## src/rtl/fetch_pkg.sv

```systemverilog
// Shared types and constants for the RV32I fetch front end.
package fetch_pkg;

  localparam int XLEN = 32;

  // addi x0, x0, 0 -- the canonical RV32I NOP, used to fill idle queue slots.
  localparam logic [XLEN-1:0] NOP_INSTR = 32'h0000_0013;

  // One queue slot: the fetched word together with the address it came from.
  typedef struct packed {
    logic [XLEN-1:0] pc;
    logic [XLEN-1:0] instr;
  } fetch_entry_t;

  // Force an address onto a word boundary; misalignment is not trapped here.
  function automatic logic [XLEN-1:0] align_word(input logic [XLEN-1:0] addr);
    return {addr[XLEN-1:2], 2'b00};
  endfunction

endpackage

```

## src/rtl/fetch_queue_if.sv

```systemverilog
// Handshake and ROM bus between the fetch queue and its environment.
interface fetch_queue_if;
  import fetch_pkg::*;

  logic            fetch_en;
  logic            redirect_valid;
  logic [XLEN-1:0] redirect_pc;
  logic [XLEN-1:0] imem_addr;
  logic [XLEN-1:0] imem_instr;
  logic            out_valid;
  logic            out_ready;
  logic [XLEN-1:0] out_instr;
  logic [XLEN-1:0] out_pc;
  logic [XLEN-1:0] out_pc_plus4;

  // Environment side: execute, the instruction ROM and decode.
  modport master (
    output fetch_en, redirect_valid, redirect_pc, imem_instr, out_ready,
    input  imem_addr, out_valid, out_instr, out_pc, out_pc_plus4
  );

  // Fetch queue side.
  modport slave (
    input  fetch_en, redirect_valid, redirect_pc, imem_instr, out_ready,
    output imem_addr, out_valid, out_instr, out_pc, out_pc_plus4
  );

endinterface

```

## src/rtl/fetch_fifo.sv

```systemverilog
// Synchronous FIFO of fetch entries with a single-cycle flush.
// Pop-and-push while full is accepted, so a full queue still streams.
module fetch_fifo
  import fetch_pkg::*;
#(
  parameter  int DEPTH = 2,
  localparam int AW    = $clog2(DEPTH),
  localparam int CW    = $clog2(DEPTH + 1)
) (
  input  logic         clk,
  input  logic         rst_n,
  input  logic         push_i,
  input  fetch_entry_t wdata_i,
  input  logic         pop_i,
  input  logic         flush_i,
  output fetch_entry_t rdata_o,
  output logic         full_o,
  output logic         empty_o,
  output logic [CW-1:0] count_o
);

  fetch_entry_t  mem_q [DEPTH];
  logic [AW-1:0] wr_ptr_q, wr_ptr_d;
  logic [AW-1:0] rd_ptr_q, rd_ptr_d;
  logic [CW-1:0] count_q, count_d;
  logic          do_push;
  logic          do_pop;

  assign full_o  = (count_q == CW'(DEPTH));
  assign empty_o = (count_q == '0);
  assign count_o = count_q;
  assign rdata_o = mem_q[rd_ptr_q];

  // Guard against overflow/underflow; a push into a full queue only lands
  // when the head leaves in the same cycle.
  assign do_pop  = pop_i & ~empty_o;
  assign do_push = push_i & (~full_o | do_pop);

  // Next-state pointers and occupancy; flush wins over push and pop.
  always_comb begin
    // NOTE: every combinational output gets a default first so no path can
    // leave it unassigned and infer a latch.
    wr_ptr_d = wr_ptr_q;
    rd_ptr_d = rd_ptr_q;
    count_d  = count_q;
    if (flush_i) begin
      wr_ptr_d = '0;
      rd_ptr_d = '0;
      count_d  = '0;
    end else begin
      if (do_push) wr_ptr_d = wr_ptr_q + AW'(1);
      if (do_pop)  rd_ptr_d = rd_ptr_q + AW'(1);
      unique case ({do_push, do_pop})
        2'b10:   count_d = count_q + CW'(1);
        2'b01:   count_d = count_q - CW'(1);
        default: count_d = count_q;
      endcase
    end
  end

  // Pointer and occupancy registers.
  always_ff @(posedge clk or negedge rst_n) begin
    // NOTE: sequential state uses non-blocking assignments so every register
    // samples pre-edge values regardless of block ordering.
    if (!rst_n) begin
      wr_ptr_q <= '0;
      rd_ptr_q <= '0;
      count_q  <= '0;
    end else begin
      wr_ptr_q <= wr_ptr_d;
      rd_ptr_q <= rd_ptr_d;
      count_q  <= count_d;
    end
  end

  // Entry storage; written only at the tail, never modified in place.
  always_ff @(posedge clk or negedge rst_n) begin
    // NOTE: the storage array is reset on purpose: the head is visible on the
    // outputs even when empty and must read as a clean NOP, never X.
    if (!rst_n) begin
      for (int i = 0; i < DEPTH; i++) begin
        mem_q[i] <= '{pc: '0, instr: NOP_INSTR};
      end
    end else if (do_push && !flush_i) begin
      mem_q[wr_ptr_q] <= wdata_i;
    end
  end

endmodule

```

## src/rtl/fetch_queue.sv

```systemverilog
// Fetch front end: owns the PC, addresses the combinational instruction ROM,
// queues fetched words for decode and handles redirects from execute.
module fetch_queue
  import fetch_pkg::*;
#(
  parameter int              DEPTH    = 2,
  parameter logic [XLEN-1:0] RESET_PC = '0
) (
  input logic         clk,
  input logic         rst_n,
  fetch_queue_if.slave bus
);

  localparam int CW = $clog2(DEPTH + 1);

  logic [XLEN-1:0] pc_q, pc_d;
  logic            out_fire;
  logic            fetch_fire;
  fetch_entry_t    head;
  logic            fifo_full;
  logic            fifo_empty;
  logic [CW-1:0]   fifo_count;

  // The ROM address comes straight from the register so that neither
  // out_ready nor redirect_valid has a combinational path to it.
  assign bus.imem_addr = pc_q;

  assign out_fire   = ~fifo_empty & bus.out_ready;
  assign fetch_fire = bus.fetch_en & ~bus.redirect_valid & (~fifo_full | out_fire);

  // Next PC: redirect beats sequential advance; otherwise hold.
  always_comb begin
    pc_d = pc_q;
    if (bus.redirect_valid) begin
      pc_d = align_word(bus.redirect_pc);
    end else if (fetch_fire) begin
      pc_d = pc_q + XLEN'(4);
    end
  end

  // Program counter register.
  always_ff @(posedge clk or negedge rst_n) begin
    if (!rst_n) pc_q <= RESET_PC;
    else        pc_q <= pc_d;
  end

  // A redirect flushes the queue; a same-cycle pop is still treated as
  // consumed by decode since the redirecting instruction is older.
  fetch_fifo #(.DEPTH(DEPTH)) u_fifo (
    .clk     (clk),
    .rst_n   (rst_n),
    .push_i  (fetch_fire),
    .wdata_i ('{pc: pc_q, instr: bus.imem_instr}),
    .pop_i   (out_fire),
    .flush_i (bus.redirect_valid),
    .rdata_o (head),
    .full_o  (fifo_full),
    .empty_o (fifo_empty),
    .count_o (fifo_count)
  );

  assign bus.out_valid    = (fifo_count != '0);
  assign bus.out_instr    = head.instr;
  assign bus.out_pc       = head.pc;
  assign bus.out_pc_plus4 = head.pc + XLEN'(4);

endmodule

```

## src/flat_wrapper.sv

```systemverilog
// flat-port wrapper written by rule: the top's interface ports become plain ports
module fetch_queue_flat import fetch_pkg::*;
#(
  parameter int              DEPTH    = 2,
  parameter logic [XLEN-1:0] RESET_PC = '0
)
  (clk, rst_n, bus_fetch_en, bus_redirect_valid, bus_redirect_pc, bus_imem_instr, bus_out_ready, bus_imem_addr, bus_out_valid, bus_out_instr, bus_out_pc, bus_out_pc_plus4);
  fetch_queue_if bus_i ();
  input logic clk;
  input logic rst_n;
  input wire logic [$bits(bus_i.fetch_en)-1:0] bus_fetch_en;
  input wire logic [$bits(bus_i.redirect_valid)-1:0] bus_redirect_valid;
  input wire logic [$bits(bus_i.redirect_pc)-1:0] bus_redirect_pc;
  input wire logic [$bits(bus_i.imem_instr)-1:0] bus_imem_instr;
  input wire logic [$bits(bus_i.out_ready)-1:0] bus_out_ready;
  output wire logic [$bits(bus_i.imem_addr)-1:0] bus_imem_addr;
  output wire logic [$bits(bus_i.out_valid)-1:0] bus_out_valid;
  output wire logic [$bits(bus_i.out_instr)-1:0] bus_out_instr;
  output wire logic [$bits(bus_i.out_pc)-1:0] bus_out_pc;
  output wire logic [$bits(bus_i.out_pc_plus4)-1:0] bus_out_pc_plus4;
  assign bus_i.fetch_en = bus_fetch_en;
  assign bus_i.redirect_valid = bus_redirect_valid;
  assign bus_i.redirect_pc = bus_redirect_pc;
  assign bus_i.imem_instr = bus_imem_instr;
  assign bus_i.out_ready = bus_out_ready;
  assign bus_imem_addr = bus_i.imem_addr;
  assign bus_out_valid = bus_i.out_valid;
  assign bus_out_instr = bus_i.out_instr;
  assign bus_out_pc = bus_i.out_pc;
  assign bus_out_pc_plus4 = bus_i.out_pc_plus4;
  fetch_queue #(.DEPTH(DEPTH), .RESET_PC(RESET_PC)) u_core (.clk(clk), .rst_n(rst_n), .bus(bus_i));
endmodule
```

## config.mk

```make
export PLATFORM = sky130hd
export DESIGN_NAME = fetch_queue_flat
export DESIGN_NICKNAME = d
export VERILOG_FILES = /design/src/rtl/fetch_pkg.sv /design/src/rtl/fetch_queue_if.sv /design/src/rtl/fetch_fifo.sv /design/src/rtl/fetch_queue.sv /design/src/flat_wrapper.sv
export SDC_FILE = /design/constraint.sdc
export NUM_CORES = 1
export LEC_CHECK = 0
export BUFFER_PORTS_ARGS = -buffer_cell sky130_fd_sc_hd__buf_2
export CORE_UTILIZATION = 50
export DETAILED_ROUTE_END_ITERATION = 10
export PLACE_DENSITY = 0.8
export SLEW_MARGIN = 25
export SYNTH_ARGS = -nofsm -noshare
export SYNTH_HDL_FRONTEND = slang
export SYNTH_HIERARCHICAL = 1
export SYNTH_SLANG_ARGS = --single-unit
```

## constraint.sdc

```tcl
create_clock -name clk -period 5.25 [get_ports clk]
set_input_delay 0.7875 -clock clk [delete_from_list [all_inputs] [get_ports clk]]
set_output_delay 0.7875 -clock clk [all_outputs]
set_load 0.02 [all_outputs]
```

* Word-level counts from Yosys, hierarchy flattened
Cells that the tools add are included.
** Storage, ports and cells
- Word-level logic and storage cells :: 55
- Flip-flop bits (word level) :: 164
- Output and inout bits :: 129
** Operators by class
- Reduce and logical (&&, ||, !) cells :: 9
- Multiplexer cells :: 14
- $lt $le $gt $ge :: 3
- $add $sub $neg :: 6
- Equal/unequal tests :: 3
- Bitwise gates (word level) :: 12
** Operator list (count)
- 2-to-1 mux 64 bit :: 4
- bitwise mux 128 bit :: 1
- adder 32 x 3 -> 32 bit, second input constant :: 2
- demux 64 bit (select 1 bit) :: 1
- 2-to-1 mux 32 bit :: 2
- nonzero test 2 bit :: 4
- AND 1 bit :: 5
- == test 2 bit, second input constant :: 2
- >= comparator 2 bit, second input constant :: 2
- 2-to-1 mux 1 bit :: 4
- inverter 1 -> 2 bit :: 2
- case mux 2 bit (2 select lines) :: 1
- inverter 1 bit :: 3
- nonzero test 3 bit :: 1
- adder 1 bit, second input constant :: 2
- adder 2 x 1 -> 2 bit, second input constant :: 1
- == test 2 x 1 -> 1 bit, second input constant :: 1
- logical AND 1 bit :: 2
- zero test 2 bit :: 1
- less-than comparator 2 x 1 -> 1 bit, second input constant :: 1
- 2-to-1 mux 2 bit :: 1
- bitwise OR 1 bit :: 2
- subtractor 2 x 1 -> 2 bit, second input constant :: 1
- zero test 1 bit :: 1

* Longest topological paths before layout
Gate-level depths: netlist (run 1).
- Depth after elaboration :: 9
- Depth in mapped cells :: 9

* Modules after synthesis
The synthesis (run 1) kept the hierarchy.
** Modules (own cells, without submodules)
- fetch_fifo :: sequential area each 3310.7 um2, cells each 365, instances 1, area an instance 5921.9 um2
- fetch_queue :: sequential area each 750.7 um2, cells each 277, instances 1, area an instance 2302.2 um2

* Worst setup path after synthesis (run 1)
No wires, ideal clock.
- Kind :: flip-flop to output port
- From :: register u_core.u_fifo.rd_ptr_q
- To :: output port bus_out_pc_plus4[24]
- Path buffers :: 2
- Data arrival time :: 2954 ps
- Stages on the path, launching flop included :: 10
- Path slack :: 1509 ps
- Cells stage by stage :: dfrtp_1 > clkbuf_1 > clkbuf_1 > mux2_2 > ha_1 > and4_1 > nor3b_1 > and3_1 > nand3_1 > xnor2_1
** Between the ends
- Cells in the longest elaborated chain, start to end :: 5
** RTL lines
- start: declaration :: RTL line fetch_fifo.sv:24 : logic [AW-1:0] rd_ptr_q, rd_ptr_d;
- start signal: assignment :: RTL line fetch_fifo.sv:71 : rd_ptr_q <= rd_ptr_d;
- inverter 1 -> 2 bit (implied by the code) :: RTL line fetch_fifo.sv:32 : assign rdata_o = mem_q[rd_ptr_q];
- 2-to-1 mux 64 bit (implied by the code) (3 in a row) :: RTL line fetch_fifo.sv:32
- named net bus_out_pc[2] :: RTL line flat_wrapper.sv:19 : output wire logic [$bits(bus_i.out_pc)-1:0] bus_out_pc;
- adder 32 x 3 -> 32 bit :: RTL line fetch_queue.sv:65 : assign bus.out_pc_plus4 = head.pc + XLEN'(4);
- end: declaration :: RTL line flat_wrapper.sv:20 : output wire logic [$bits(bus_i.out_pc_plus4)-1:0] bus_out_pc_plus4;
The timed path passes the listed nets, and every way through them passes these cells. The select of a mux whose other input is x is not followed.

* Worst setup path after layout (run 1)
- From :: register u_core.u_fifo.rd_ptr_q
- To :: output port bus_out_pc_plus4[31]
** Between the ends
- Cells in the longest elaborated chain, start to end :: 5
** RTL lines (RTL line)
- inverter 1 -> 2 bit (implied by the code) :: fetch_fifo.sv:32
- 2-to-1 mux 64 bit (implied by the code) (3 in a row) :: fetch_fifo.sv:32
- adder 32 x 3 -> 32 bit :: fetch_queue.sv:65
No other way between the ends. The select of a mux whose other input is x is not followed.

==> results of run 1 <==
critical path, stage by stage (launching register included):
cell and delay (ns):
dfrtp_2 0.73, buf_4 0.37, mux2_2 0.42, and3_1 0.22, and4_1 0.24, and3_1 0.27
nand3_1 0.12, xnor2_1 0.11, buf_2 0.18
area by class of cell:
class | instances | share of cell area
inverters | 6 | 0.00226
flip-flops and latches | 162 | 0.407
repair buffers | 204 | 0.106
clock inverters | 10 | 0.0158
multi-input cells | 445 | 0.396
well taps | 216 | 0.0271
clock buffers | 21 | 0.0461
diodes | 1 | 0.000251
power by group through the flow:
stage	logic (mW)	clock network (mW)	registers [mW]
after floorplan	0.902	0	1.71
after global placement	1.24	0	1.72
after detailed placement	1.26	0	1.74
after CTS	1.27	1.33	1.72
after global routing	1.35	1.38	1.76
final	1.26	1.30	1.72
kinds of logic (layout without fill, tap and decap cells):
kind of cell               Yosys count  in the layout  share of synthesized area
AOI/OAI and AO/OA                   41             41                     0.0265
buffers and inverters               40            241                     0.0289
xor gates and xnor gates            58             58                     0.0618
DFF                                162            162                      0.494
muxes                              194            194                      0.288
adders and majority gates            2              2                    0.00304
other                                1              7                   0.000456
and+or+nand+nor                    144            144                     0.0978
cell usage in the layout, fill, tap and decap left out, types with 3 or more instances in the layout:
cell,instances
buf_2,192
dfrtp_1,155
mux2_2,143
nand2_1,52
mux2_4,49
xnor2_1,38
nand3_1,23
o21ai_0,23
xor2_1,20
clkbuf_16,17
nand4_1,15
buf_4,11
and3_1,10
nor2_1,10
o21ai_1,9
nor4_2,7
inv_1,6
conb_1,6
dfstp_2,6
bufinv_16,4
a21oi_1,4
clkinvlp_4,3
clkinv_2,3
and4_1,3
or2_2,3
nor3_1,3
a211oi_1,3
nor3_2,3
nor2b_1,3
sequential cells by signal, summed over array words and instances (netlist names):
signal                  cells
u_core/u_fifo/mem_q       128
u_core/bus.imem_addr       30
u_core/u_fifo/count_o       2
u_core/u_fifo/rd_ptr_q      1
u_core/u_fifo/wr_ptr_q      1
path summary, 6_finish.rpt:
path                                                 end  slack (ns)  cells after the start
worst min-delay path             u_core/u_fifo/mem_q[14]        0.46                      1
worst max-delay path                bus_out_pc_plus4[31]        1.39                      8
min in group clk                u_core/u_fifo/mem_q[127]        0.50                      1
max in group asynchronous         u_core/u_fifo/rd_ptr_q        3.75                      2
worst max register to register  u_core/u_fifo/mem_q[107]        2.19                      7
worst min register to register  u_core/u_fifo/mem_q[127]        0.50                      1
per-layer routing:
metal | up-vias | part of all wire | global-route usage
met5 | - | 0.00048 | 0
li1 | 2647 | - | -
met1 | 2875 | 0.46 | 0.296
met2 | 156 | 0.48 | 0.371
met4 | 2 | 0.0083 | 0.0581
met3 | 12 | 0.056 | 0.0627
metrics by stage:
step           cell area (um2)  hold slack, ns
6_report                  9980           0.457
2_1_floorplan             8240           0.475
3_3_place_gp              9360           0.483
5_1_grt                   9980           0.511
3_5_place_dp              9360           0.490
4_1_cts                   9980           0.489
==> metrics.md, run 1 <==
| Metric | Value |
|---|---|
| Fraction of registers with async set/reset | `1.00` |
| CTS tree | `built` |
| Period utilization | `0.736` |
| Pwr Total | `4.29 mW` |
| First-pass DRT Iterations | `4` |
| Starting Density | `0.516` |
| Final TNS setup | `0 ns` |
| Worst min path class | `input pin to async pin` |
| Switch share | `0.311` |
| Root buf cell | `clkbuf_16` |
| Largest net degree at the start of global routing | `95` |
| Clock H-tree levels | `4` |
| PD cells | `429 nW/um2` |
| Die W | `130 um` |
| Hold Vio Cnt, Final | `0` |
| Core Util, Final | `0.626` |
| Share of post-route cells with drive strength above 1 | `0.532` |
| Clock buffer depth | `2` |
| WS Path Type | `flop to output port` |
| Critical Path RT | `4.46 ns` |
| Post-DP HPWL | `12,600 um` |
| Synth Instances | `642` |
| Fillers | `1,305` |
| WL per Instance | `17.6 um` |
| DRT antenna net count | `0` |
| Clk sinks | `162` |
| First-pass GRT wire length | `29,100 um` |
| Post-CTS Hold Fix Bufs | `0` |
| Top post-synthesis cells by area | `dfrtp_1 47%, mux2_2 20%, mux2_4 8.9%` |
| Top cell type's share of synthesized area | `0.475` |
| Setup WS pre-CTS | `1.87 ns` |
| Setup crit end kind | `output port` |
| Final min period | `3.86 ns` |
| Initial antenna violation count | `3` |
| Seq cells post-synth | `162` |
| Power share of the clock group | `0.304` |
| Resized cells post-CTS | `0` |
| Multi-input combinational cell area | `3950 um2` |
| Netlist cell types | `40` |
| Post-synth top cells | `156 x dfrtp_1, 143 x mux2_2, 52 x nand2_1, 49 x mux2_4, 38 x xnor2_1` |
| Slew margin rel. | `0.437` |
| Final net count | `907` |
| Die ar. | `17,000 um2` |
| Final setup viols | `0` |
| Post-synthesis cell type with the largest combined area | `dfrtp_1` |
| Combinational power share | `0.293` |
| Ports | `198` |
| Least-Margin Pin Slew | `0.844 ns` |
| DRC viols | `0` |
| Port Buf Inserts | `193` |
| Total GRT Usage | `0.226` |
| Cts bufs inserted | `17` |
| Grt total ovfl | `0` |
| Clock Latency Late Sink | `0.42 ns` |
| Max Cap Viol | `0` |
| Fmax | `0.259 GHz` |
| Vias in the first global route | `5,540` |
| Fin. max-slew vios | `0` |
| Startpoint types | `flop` |
| P_leak | `4.72 nW` |
| FF/Latch Area | `4060 um2` |
| Drt total wl | `18,700 um` |
| Clock Skew | `0.00735 ns` |
| Internal power | `2.95 mW` |
| Dpl cells | `1,033` |
| EDFF count, synth | `0` |
| Worst VDD drop | `0.391 mV` |
| Synth warn | `6` |
| FF-to-FF Start | `u_core/u_fifo/count_o[1]` |
| Status | `finished, final reports clean` |
| GPL Wtd Cong | `0.770` |
| Clk pin slew, worst setup/hold paths | `0.06 ns` |
| Final worst-path setup slack | `1.39 ns` |
| Sequential element share of the synthesized area | `0.494` |
| Non-Filler Instances | `1,065` |
| RSZ-0062 raised after global routing | `no` |
| Post-Syn Area per Cell | `12.8 um2` |
| Top-count cell post-synth | `dfrtp_1` |
| P&R area growth vs syn | `21.4%` |
| Site Rows | `46` |
| Vias | `5,692` |
| Sequential share of power | `0.402` |
| Mapped cell area | `8220 um2` |
| CP Launch Point | `u_core/u_fifo/rd_ptr_q` |
| Core ar. | `15,900 um2` |
| Sw power | `1.33 mW` |
| Worst-path maximum fanout | `20` |
| Crit path arrival time | `3.08 ns` |
| Drt first-iter violations | `252` |
| Prevailing post-synth register cell | `dfrtp_1` |
| Postcts setup bufs | `0` |
| Die H | `130 um` |
| DR vias/cell | `5.34` |
(Power assumes the default switching activity.)
==> run 2, diff against run 1 <==
CORE_UTILIZATION = 49   (was 50)
PLACE_DENSITY = 0.82   (was 0.8)
clock period = 3.4 ns   (was 5.25 ns; I/O delays follow)
==> metrics.md, run 2 (synthesis gave the netlist of run 1 again) <==
| Metric | Value |
|---|---|
| Vias in the first global route | `5,968 (+7.7%)` |
| GPL Wtd Cong | `0.824 (+7.1%)` |
| Status | `finished, final reports clean` |
| Hold Vio Cnt, Final | `0 (unchanged)` |
| Site Rows | `46 (unchanged)` |
| Cell area after layout | `10,100 um2 (+1.3%)` |
| Root buf cell | `clkbuf_16` |
| Worst-path maximum fanout | `11 (-45%)` |
| Worst hold slack | `0.00755 ns (-0.449 ns)` |
| Die ar. | `17,300 um2 (+2.0%)` |
| CP max-delay cell | `dfrtp_2` |
| Fin. max-slew vios | `0 (unchanged)` |
| RSZ-0062 raised after global routing | `yes` |
| Drt total wl | `18,900 um (+0.95%)` |
| Period utilization | `0.973` |
| Slew margin rel. | `0.514 (+0.0774)` |
| Final net count | `912 (+0.55%)` |
| Crit path arrival time | `2.80 ns (-0.28 ns)` |
| Startpoint types | `flop` |
| First-pass DRT Iterations | `4 (unchanged)` |
| P_leak | `4.79 nW (+1.4%)` |
| Internal power | `4.58 mW (+55%)` |
| Clk pin slew, worst setup/hold paths | `0.06 ns (about the same)` |
| Die W | `132 um (+1.0%)` |
| Post-CTS Hold Fix Bufs | `0 (unchanged)` |
| Crit Reg-Reg Endpoint | `u_core/u_fifo/mem_q[61]` |
| Final min period | `3.31 ns` |
| Dpl cells | `1,034 (+0.097%)` |
| Most frequent cells in the layout | `190 x buf_2, 155 x dfrtp_1, 143 x mux2_2` |
| Critical Path RT | `2.89 ns (-1.57 ns)` |
| Reg2reg setup slack | `0.73 ns (-1.46 ns)` |
| Fmax | `0.302 GHz` |
| DRT antenna net count | `0 (unchanged)` |
| First-pass GRT wire length | `30,900 um (+6.5%)` |
| Largest register FFs | `128 (unchanged)` |
| Final setup viols | `0 (unchanged)` |
| Switch share | `0.314 (+0.00367)` |
| P&R area growth vs syn | `22.9%` |
| Worst min path class | `input pin to async pin` |
| Die H | `132 um (+1.0%)` |
| Antenna cells | `0 (-1)` |
| Largest net degree at the start of global routing | `64 (-33%)` |
| Most common cell after layout, fill and taps aside | `buf_2` |
| Non-Filler Instances | `1,070 (+0.47%)` |
| Post-DP HPWL | `12,800 um (+2.1%)` |
| CP dominant cell by count | `and3_2` |
| Ports | `198 (unchanged)` |
| Grt total ovfl | `0 (unchanged)` |
| R2R cell count | `9 (+2)` |
| Total GRT Usage | `0.228 (+0.00170)` |
| CP max stage delay | `0.41 ns (-0.32 ns)` |
| Combinational power share | `0.293 (about the same)` |
| WS Path Type | `flop to output port` |
| Clock buffer depth | `2 (unchanged)` |
| Drt first-iter violations | `284 (+13%)` |
| Clk sinks | `162 (unchanged)` |
| Fillers | `1,273 (-2.5%)` |
| Starting Density | `0.510 (-0.00553)` |
| FF-to-FF Start | `u_core/u_fifo/count_o[1]` |
| Clock Skew | `0.00875 ns (+0.00139 ns)` |
| Cts bufs inserted | `17 (unchanged)` |
| Share of post-route cells with drive strength above 1 | `0.544 (+0.0127)` |
| Sequential share of power | `0.399 (-0.003)` |
| Worst path cell trace | `buf_6 > buf_8 > mux2_2 > and4_1 > and3_2 > and3_2 > nand3_1 > xnor2_1 > buf_2` |
| Top reg by flops | `u_core/u_fifo/mem_q` |
| Core ar. | `16,100 um2 (+1.1%)` |
| CP Launch Point | `u_core/u_fifo/rd_ptr_q` |
| DR vias/cell | `5.36 (+0.25%)` |
| DRC viols | `0 (unchanged)` |
| Sw power | `2.10 mW (+58%)` |
| Placement Cell Area | `9400 um2 (+0.40%)` |
| CTS tree | `built` |
| Worst VDD drop | `0.432 mV (+10%)` |
| Power share of the clock group | `0.308 (+0.004)` |
| Initial antenna violation count | `0 (-3)` |
| Max Cap Viol | `0 (unchanged)` |
| Least-Margin Pin Slew | `0.728 ns (-0.116 ns)` |
| Setup crit end kind | `output port` |
| Clock Latency Late Sink | `0.43 ns (about the same)` |
| PD cells | `661 nW/um2 (+54%)` |
| Vias | `5,733 (+0.72%)` |
| Port Buf Inserts | `193 (unchanged)` |
| WL per Instance | `17.6 um (+0.48%)` |
| Clock H-tree levels | `4 (unchanged)` |
==> run 2: worst max-delay path: cells and delay by family, from the launching register on <==
kind | cells | cell delay, ns
mux | 1 | 0.39
simple gates | 4 | 0.92
buf+inv | 3 | 0.52
xor+xnor | 1 | 0.12
flops | 1 | 0.41
==> run 2: per-stage QoR <==
step                      TNS, ns  utilization  power, mW  worst slack, ns
final                           0        0.627       6.69           0.0914
after detailed placement        0        0.583       4.63            0.266
after floorplan                 0            -       4.03            0.116
after CTS                       0        0.626       6.72           0.0646
after global placement          0        0.583       4.57            0.357
after global routing      -0.0151        0.627       7.00          -0.0151
==> run 2: power groups by stage <==
stage / Sequential (mW) / Clock [mW] / Combinational (mW)
detailed placement: 2.68 / 0 / 1.95
global route: 2.72 / 2.18 / 2.10
CTS: 2.66 / 2.10 / 1.97
global placement: 2.66 / 0 / 1.91
finish: 2.67 / 2.06 / 1.96
floorplan: 2.63 / 0 / 1.39
==> run 2: what timing repair did <==
item / CTS / global route
setup buffers: 4 / 0
hold endpoints to repair: 0 / 0
gates resized for setup: 4 / 8
endpoints found under the setup margin: 10 / 7
==> run 2: worst max-delay path by stage <==
stage,endpoint,slack [ns],cells after the start
floorplan,bus_out_pc_plus4[24],0.12,9
CTS,bus_out_pc_plus4[27],0.06,9
detailed placement,bus_out_pc_plus4[30],0.27,8
global route,bus_out_pc_plus4[26],-0.02,10
finish,bus_out_pc_plus4[31],0.09,9
global placement,bus_out_pc_plus4[28],0.36,8
==> run 2: final cells by class <==
| class | instances | area, um2 | area share |
|---|---|---|---|
| timing repair buffer | 209 | 1150 | 0.113 |
| sequential | 162 | 4060 | 0.402 |
| inverter | 6 | 22.5 | 0.00223 |
| multi-input combinational | 445 | 3970 | 0.393 |
| tap | 216 | 270 | 0.0267 |
| clock inverter | 12 | 178 | 0.0176 |
| clock buffer | 20 | 457 | 0.0452 |
==> run 2: metal layers <==
metal  wire (um)  GRT usage
met1        8440      0.293
met2        9290      0.383
met3         835     0.0478
met4         304     0.0749
met5           0          0
==> run 3, diff against run 2 <==
SYNTH_HIERARCHICAL = not set   (was 1)
==> metrics.md, run 3 <==
| Metric | Value |
|---|---|
| Mapped cell area | `8310 um2 (+1.0%)` |
| Sequential element share of the synthesized area | `0.477 (-0.0170)` |
| Final net count | `932 (+2.2%)` |
| Largest register FFs | `124 (-3.1%)` |
| Fraction of registers with async set/reset | `1.00 (unchanged)` |
| Setup WS pre-CTS | `0.391 ns (+0.125 ns)` |
| Crit path arrival time | `2.73 ns (-0.07 ns)` |
| Clock H-tree levels | `4 (unchanged)` |
| Dpl cells | `1,057 (+2.2%)` |
| Critical Path RT | `2.89 ns (about the same)` |
| Port Buf Inserts | `189 (-2.1%)` |
| Pwr Total | `6.37 mW (-4.8%)` |
| Top cell type's share of synthesized area | `0.458 (-0.0168)` |
| Worst min path class | `input pin to async pin` |
| Die W | `132 um (+0.50%)` |
| Total GRT Usage | `0.220 (-0.00846)` |
| Final min period | `3.24 ns (-0.0675 ns)` |
| Site Rows | `47 (+2.2%)` |
| First-pass DRT Iterations | `4 (unchanged)` |
| Family with the most delay on the worst path | `flip-flops` |
| Vias in the first global route | `5,924 (-0.74%)` |
| Largest net degree at the start of global routing | `85 (+33%)` |
| FF-to-FF Start | `u_core.u_fifo.count_o[0]` |
| Core Util, Final | `0.601 (-0.0267)` |
| CP max stage delay | `0.54 ns (+0.13 ns)` |
| Post-DP HPWL | `13,100 um (+2.2%)` |
| Root buf cell | `clkbuf_16` |
| Top-count cell post-synth | `mux2_2` |
| Most common cell after layout, fill and taps aside | `buf_2` |
| Initial antenna violation count | `2 (+2)` |
| CP Launch Point | `u_core.u_fifo.rd_ptr_q` |
| Clock Latency Late Sink | `0.42 ns (about the same)` |
| P_leak | `4.50 nW (-6.0%)` |
| Prevailing post-synth register cell | `dfrtp_1` |
| Top post-synthesis cells by area | `dfrtp_1 46%, mux2_2 23%, xnor2_1 4.4%` |
| Clk sinks | `158 (-2.5%)` |
| Starting Density | `0.501 (-0.00935)` |
| Worst-path maximum fanout | `6 (-5)` |
| Clock Skew | `0.00758 ns (-0.00116 ns)` |
| Drt total wl | `18,700 um (-1.0%)` |
| Slew margin rel. | `0.493 (-0.0219)` |
| EDFF count, synth | `0 (unchanged)` |
| Status | `finished, final reports clean` |
| DRT antenna net count | `0 (unchanged)` |
| Startpoint types | `flop` |
| Grt total ovfl | `0 (unchanged)` |
| First-pass GRT wire length | `30,300 um (-2.0%)` |
| Final worst-path setup slack | `0.159 ns (+0.0675 ns)` |
| Post-Syn Area per Cell | `12.3 um2 (-3.6%)` |
| Die H | `132 um (+0.50%)` |
| DR vias/cell | `5.28 (-1.5%)` |
| Most frequent cells in the layout | `188 x buf_2, 167 x mux2_2, 151 x dfrtp_1` |
| Ports | `198 (unchanged)` |
| Drt first-iter violations | `244 (-14%)` |
| Cts bufs inserted | `17 (unchanged)` |
| WL per Instance | `17.0 um (-3.4%)` |
| Non-Filler Instances | `1,096 (+2.4%)` |
| Period utilization | `0.953 (-0.0198)` |
| Synth warn | `0 (-6)` |
| Die ar. | `17,500 um2 (+1.0%)` |
| Max Cap Viol | `0 (unchanged)` |
| Clock buffer depth | `2 (unchanged)` |
| P&R area growth vs syn | `19.9%` |
| Post-synth top cells | `167 x mux2_2, 152 x dfrtp_1, 57 x nand2_1, 42 x xnor2_1` |
| Post-synthesis cell type with the largest combined area | `dfrtp_1` |
| Clk pin slew, worst setup/hold paths | `0.06 ns (about the same)` |
| Worst path cell trace | `mux2i_2 > inv_1 > ha_1 > nand4_1 > a22oi_2 > buf_4 > nand4_4 > a221oi_2 > xnor2_1 > buf_2` |
| Top reg by flops | `u_core.u_fifo.mem_q` |
| Synth Instances | `673 (+4.8%)` |
| Hold Vio Cnt, Final | `0 (unchanged)` |
| GPL Wtd Cong | `0.855 (+3.7%)` |
| Fmax | `0.309 GHz (+2.1%)` |
| CTS tree | `built` |
| Least-Margin Pin Slew | `0.761 ns (+0.0328 ns)` |
| Fin. max-slew vios | `0 (unchanged)` |
| PD cells | `639 nW/um2 (-3.3%)` |
| DRC viols | `0 (unchanged)` |
| Share of post-route cells with drive strength above 1 | `0.514 (-0.0308)` |
| Final setup viols | `0 (unchanged)` |
| RSZ-0062 raised after global routing | `no` |
| CP max-delay cell | `dfrtp_4` |
| Seq cells post-synth | `158 (-2.5%)` |
| WS Path Type | `flop to output port` |
| Vias | `5,786 (+0.92%)` |
| Netlist cell types | `55 (+38%)` |
| Core ar. | `16,600 um2 (+2.9%)` |
| Worst VDD drop | `0.402 mV (-6.8%)` |
| Setup crit end kind | `output port` |
| Buf+Inv Stages, Crit Path | `3 (unchanged)` |
[run 3: worst register-to-register path, stage by stage, from the launching register on]
cell and delay, ns:
dfrtp_1 0.44, or3b_1 0.50, nand2_2 0.18, nor2_1 0.08, nand2_4 0.35, buf_12 0.29
mux2_2 0.39
[run 3: cells by family after synthesis]
kind of cell,count (synthesis),share of synthesized area
DFF,158,0.477
AOI/OAI and AO/OA,49,0.0373
adders and majority gates,2,0.00301
muxes,186,0.250
and+or+nand+nor,162,0.126
buffers and inverters,58,0.0462
xor gates and xnor gates,57,0.0601
other,1,0.000451
[run 3: per-layer routing]
| layer | routed length [um] | part of all wire | up-vias | global-route usage |
|---|---|---|---|---|
| li1 | - | - | 2752 | - |
| met1 | 8320 | 0.45 | 2882 | 0.284 |
| met2 | 9280 | 0.50 | 131 | 0.364 |
| met3 | 754 | 0.040 | 21 | 0.0442 |
| met4 | 327 | 0.018 | 0 | 0.0856 |
| met5 | 0 | 0 | - | 0 |
[run 3: cell type report]
| class | instances | area (um2) |
|---|---|---|
| well taps | 220 | 275 |
| clock buffers | 22 | 464 |
| fillers | 1385 | 6620 |
| multi-input cells | 462 | 4010 |
| clock inverters | 10 | 66.3 |
| repair buffers | 205 | 1110 |
| diodes | 2 | 5.00 |
| inverters | 17 | 63.8 |
| flip-flops and latches | 158 | 3970 |
[run 3: path summary, 6_finish.rpt]
check | end | cells after the start | slack [ns]
max | bus_out_pc_plus4[26] | 10 | 0.16
min | u_core.u_fifo.mem_q[69] | 1 | 0.14
max reg2reg | u_core.u_fifo.mem_q[60] | 6 | 1.05
min reg2reg | u_core.u_fifo.mem_q[122] | 1 | 0.49
max in group asynchronous | u_core.u_fifo.mem_q[115] | 2 | 2.43
min in group clk | u_core.bus.imem_addr[31] | 3 | 0.31
[run 3: through the flow]
step | area, um2 | setup TNS [ns] | hold slack (ns)
final | 9960 | 0 | 0.144
after detailed placement | 9350 | 0 | 0.483
after global placement | 9350 | 0 | 0.469
after CTS | 9900 | -0.00290 | 0.172
after floorplan | 8330 | 0 | 0.214
after global routing | 9960 | 0 | 0.196
[run 3: report_power, final]
| part | switching (mW) | internal, mW |
|---|---|---|
| clock network | 0.749 | 0.967 |
| registers | 0.343 | 2.35 |
| logic | 1.08 | 0.885 |
| total | 2.17 | 4.20 |
[run 3: repair_timing]
item	in CTS	in global routing
setup buffers	0	5
resized for setup	2	1
pin swaps	0	1
hold buffers	0	0
cloned	0	0
endpoints found under the setup margin	4	9
